[config.mk]
export PLATFORM = sky130hd
export DESIGN_NAME = operand_select_mux
export DESIGN_NICKNAME = d
export VERILOG_FILES = /design/src/rtl/operand_select_pkg.sv /design/src/rtl/mux_n_way.sv /design/src/rtl/operand_select_mux.sv
export SDC_FILE = /design/constraint.sdc
export NUM_CORES = 1
export LEC_CHECK = 0
export CORE_AREA = 2 2 112 114
export DETAILED_ROUTE_END_ITERATION = 8
export DIE_AREA = 0 0 114 116
export MAX_ROUTING_LAYER = met4
export PLACE_DENSITY = 0.72
export SYNTH_ARGS = -nofsm -noshare
export SYNTH_HDL_FRONTEND = slang
export SYNTH_SLANG_ARGS = --single-unit
[constraint.sdc]
create_clock -name clk -period 2.4 [get_ports clk]
set_clock_uncertainty 0.1 [all_clocks]
set_input_delay 0.6 -clock clk [delete_from_list [all_inputs] [get_ports clk]]
set_output_delay 0.6 -clock clk [all_outputs]
set_load 0.005 [all_outputs]
[src/rtl/operand_select_pkg.sv]
// operand_select_pkg: prefix encodings and selection states shared by the operand selector
package operand_select_pkg;
    typedef enum logic [1:0] {
        PREFIX_NONE = 2'b00,
        PREFIX_FROM = 2'b01,
        PREFIX_TO   = 2'b10,
        PREFIX_WITH = 2'b11
    } prefix_kind_e;
    typedef enum logic [1:0] {
        SEL_DEFAULT,
        SEL_SELECTED,
        SEL_BOUND
    } sel_state_e;
endpackage

[src/rtl/mux_n_way.sv]
// mux_n_way: combinational CHANNELS:1 WIDTH-bit multiplexer over a flat channel bus
module mux_n_way #(
    parameter int WIDTH    = 16,
    parameter int CHANNELS = 16,
    parameter int SEL_W    = $clog2(CHANNELS)
) (
    input  logic [CHANNELS*WIDTH-1:0] data,
    input  logic [SEL_W-1:0]          sel,
    output logic [WIDTH-1:0]          y
);
    // the selector is always kept in range by the caller, so no default channel is needed
    always_comb y = data[sel*WIDTH +: WIDTH];
endmodule

[src/rtl/operand_select_mux.sv]
// operand_select_mux: SuperFX FROM/TO/WITH operand selector; OPERAND_SELECT_REGOUT_EN registers selected_output
module operand_select_mux
    import operand_select_pkg::*;
#(
    parameter int WIDTH    = 16,
    parameter int CHANNELS = 16,
    parameter int SEL_W    = $clog2(CHANNELS)
) (
    input  logic                      clk,
    input  logic                      reset,
    input  logic [CHANNELS*WIDTH-1:0] data_input,
    input  logic                      prefix_valid,
    input  logic [1:0]                prefix_kind,
    input  logic [SEL_W-1:0]          prefix_reg,
    input  logic                      instr_done,
    output logic [WIDTH-1:0]          selected_output,
    output logic [SEL_W-1:0]          source_sel,
    output logic [SEL_W-1:0]          dest_sel,
    output logic                      with_flag,
    output logic                      range_error
);
    sel_state_e        state, state_n;
    prefix_kind_e      kind;
    logic [SEL_W-1:0]  src_n, dst_n;
    logic              take, in_range, range_n;
    logic [WIDTH-1:0]  mux_out;
    // retire clears first, then an in-range prefix is layered on top of the cleared state
    always_comb begin
        kind     = prefix_kind_e'(prefix_kind);
        take     = prefix_valid && kind != PREFIX_NONE;
        in_range = 32'(prefix_reg) < CHANNELS;
        range_n  = take && !in_range;
        state_n  = instr_done ? SEL_DEFAULT : state;
        src_n    = instr_done ? '0 : source_sel;
        dst_n    = instr_done ? '0 : dest_sel;
        if (take && in_range) begin
            src_n   = (kind == PREFIX_FROM || kind == PREFIX_WITH) ? prefix_reg : src_n;
            dst_n   = (kind == PREFIX_TO   || kind == PREFIX_WITH) ? prefix_reg : dst_n;
            state_n = (kind == PREFIX_WITH || state_n == SEL_BOUND) ? SEL_BOUND : SEL_SELECTED;
        end
    end
    // selection state register
    always_ff @(posedge clk) begin
        if (reset) begin
            state       <= SEL_DEFAULT;
            source_sel  <= '0;
            dest_sel    <= '0;
            range_error <= 1'b0;
        end else begin
            state       <= state_n;
            source_sel  <= src_n;
            dest_sel    <= dst_n;
            range_error <= range_n;
        end
    end
    assign with_flag = state == SEL_BOUND;
    mux_n_way #(.WIDTH(WIDTH), .CHANNELS(CHANNELS), .SEL_W(SEL_W)) u_mux (
        .data (data_input),
        .sel  (source_sel),
        .y    (mux_out)
    );
`ifdef OPERAND_SELECT_REGOUT_EN
    // registered operand output, one cycle behind source_sel and data_input
    always_ff @(posedge clk) begin
        if (reset) selected_output <= '0;
        else       selected_output <= mux_out;
    end
`else
    assign selected_output = mux_out;
`endif
endmodule

==> key figures <==
Power and ir drop
  • Overall Power: 1271 uW
  • Pwr Density: 227.2 nW/um^2
  • Worst vdd ir: 0.3170 mV
  • LEAKAGE: 0.002201 uW

Timing
  • Final setup fails: 16
  • Final worst slack: -155.9 ps
  • Fin. max-slew vios: 0
  • Crit share post-route: 106.5%
  • Minimum clock period: 2556 ps
  • RSZ-0062 raised after global routing: yes
  • Maximum clock frequency: 0.3913 GHz
  • Final hold violations: 0

Floorplanning
  • Core box area: 11,910 um^2
  • Vert. Die Dim: 116 um
  • Row cnt: 40
  • Initial Util: 19.85%
  • IO Count: 292
  • Die area: 13,220 um^2
  • Die width: 114 um

Clocking
  • Clock Path Buffers: 2
  • Clock transition at path regs: 40 ps
  • Clock Latency Late Sink: 240 ps
  • CTS sink count: 10
  • Total CTS buffers: 3
  • CTS tree: built
  • CTS root buf: clkbuf_16
  • Htree depth: 1

Global route
  • First-pass GRT wire length: 19,350 um
  • Initial antenna violation count: 2
  • Leftover overflow at the end of global routing: 0
  • Pin count of the biggest net entering global routing: 35
  • Tot GR Track Use: 19.83%
  • Vias in the first global route: 3,531

Routing
  • ANT nets after route: 0
  • Via count: 3,181
  • Via density: 5.041
  • Routed wire length: 13,760 um
  • 1st-iter DRT viols: 105
  • WL/cell: 21.81 um
  • DR DRC count: 0
  • Pre-Repair DR Iteration Count: 4

Cells and area
  • Share of layout cells above drive strength 1: 29.73%
  • Fillers: 1,163
  • Final instance area: 5595 um^2
  • Register area: 205.2 um^2
  • Area delta synth->final: 136.6%
  • Final Non-Filler Cells: 631
  • Fin util: 46.97%
  • Final #Nets: 748
  • Area occupied by multi-input gates: 2122 um^2

Synth
  • Cell with the most instances after synthesis: mux4_2
  • Syn Inst Count: 186
  • Largest area contributor in the netlist: mux4_2
  • Register area share after synthesis: 8.466%
  • Ys Warns: 0
  • Ys flop type: dfxtp_1
  • Syn Nets: 452
  • Mapped Avg Cell Area: 12.71 um^2
  • Post-synth EDFFs: 0
  • Most instantiated cells after synthesis: mux4_2, a22oi_1, nand2_1
  • Ys async rst share: 0%
  • Top-area cell type share of the netlist area: 51.43%
  • Flops & latches, synth: 10
  • Top post-synthesis cells by area: mux4_2, mux4_1, a22oi_1, dfxtp_1, nand2_1
  • Library cells used by synthesis: 23
  • Mapped cell area: 2365 um^2

Status
  • Failing checks: setup timing
  • Outcome: finished, violations left

Setup path
  • CP cell instances: clkdlybuf4s50_1 > mux4_2 > a22oi_2 > nand2_1 > buf_2
  • Critical path class: in2out
  • CP top delay family: buffers and inverters
  • Setup crit start kind: primary input
  • CP Data Arrival Time: 1860 ps
  • Crit path required time: 1700 ps
  • Critical path's largest stage delay: 480 ps
  • CP Capture Type: output pin
  • Worst path slowest cell: mux4_2
  • Worst Path Buf+Inv: 2
  • Max FO, Critical Path: 1

Placement
  • GP Congestion: 0.8046
  • Port bufs: 290
  • Post-DP Area: 5509 um^2
  • Placed Cells incl. Taps: 617
  • Setup slack at placement: -616.5 ps
  • Hpwl dp: 11,460 um

Min path
  • Hold WC Path Type: reg2reg

Flow run
  • Max_cap viols: 0
final timing paths:
path,startpoint,to,slack (ps),cells past startpoint
worst min-delay path,dest_sel[2],dest_sel[2],390,2
worst max register to register,source_sel[1],source_sel[1],1370,3
worst max-delay path,data_input[100],selected_output[4],-160,5
worst min register to register,dest_sel[2],dest_sel[2],390,2
cell type report:
| cell class | count | share of cell area, % |
|---|---|---|
| diodes | 3 | 0.1342 |
| clock buffers | 4 | 1.588 |
| multi-input cells | 152 | 37.92 |
| flip-flops and latches | 10 | 3.667 |
| well taps | 147 | 3.287 |
| repair buffers | 315 | 53.40 |
per-layer routing:
metal / up-vias / wire length [um] / GRT usage (%)
met4: 0 / 300 / 4.959
met3: 28 / 1250 / 3.661
met2: 190 / 7266 / 36.03
met5: - / 0 / -
li1: 1420 / - / -
met1: 1543 / 4943 / 22.54
through the flow:
step                hold slack (ps)  TNS [ps]
floorplan                     376.4         0
global placement              379.0     -8648
detailed placement            384.8     -8837
CTS                           395.2     -1792
global route                  421.1     -2932
finish                        392.2     -1770
logic make-up after synthesis:
kind of cell | Yosys count | synth area share (%)
compound gates | 44 | 13.02
buf+inv | 24 | 6.455
other cells | 1 | 0.1586
mux | 64 | 62.54
simple gates | 43 | 9.365
flops | 10 | 8.466
repair_timing:
action / CTS / global route
gates cloned: 1 / 3
buffers inserted: 4 / 0
endpoints found under the hold margin: 0 / 0
pin swaps: 44 / 2
hold buffers: 0 / 0
resized for setup: 279 / 6
endpoints found under the setup margin: 16 / 16
worst reg2reg max path: cells and delay by family (launching register included):
family                 cells  cell delay (ps)
and+or+nand+nor            1              110
buffers and inverters      1              220
DFF                        1              370
AOI/OAI and AO/OA          1              150
power breakdown:
part | internal (uW) | switching (uW)
combinational | 522 | 238
sequential | 173 | 6.39
clock | 251 | 80.8
total | 946 | 325
state kept, by name, summed over array words and instances (netlist names):
signal / flops
state: 2
dest_sel: 4
source_sel: 4
layout by cell type (no fill, tap or decap), drive strengths merged, types with 7 or more instances in the layout:
cell type and count:
clkdlybuf4s50 102, clkbuf 7, nand3b 8, buf 38, mux4 64, a21oi 10, dlygate4sd2 172, nand2 18
a22oi 32, nand3 8, dfxtp 10
(Power assumes the default switching activity.)
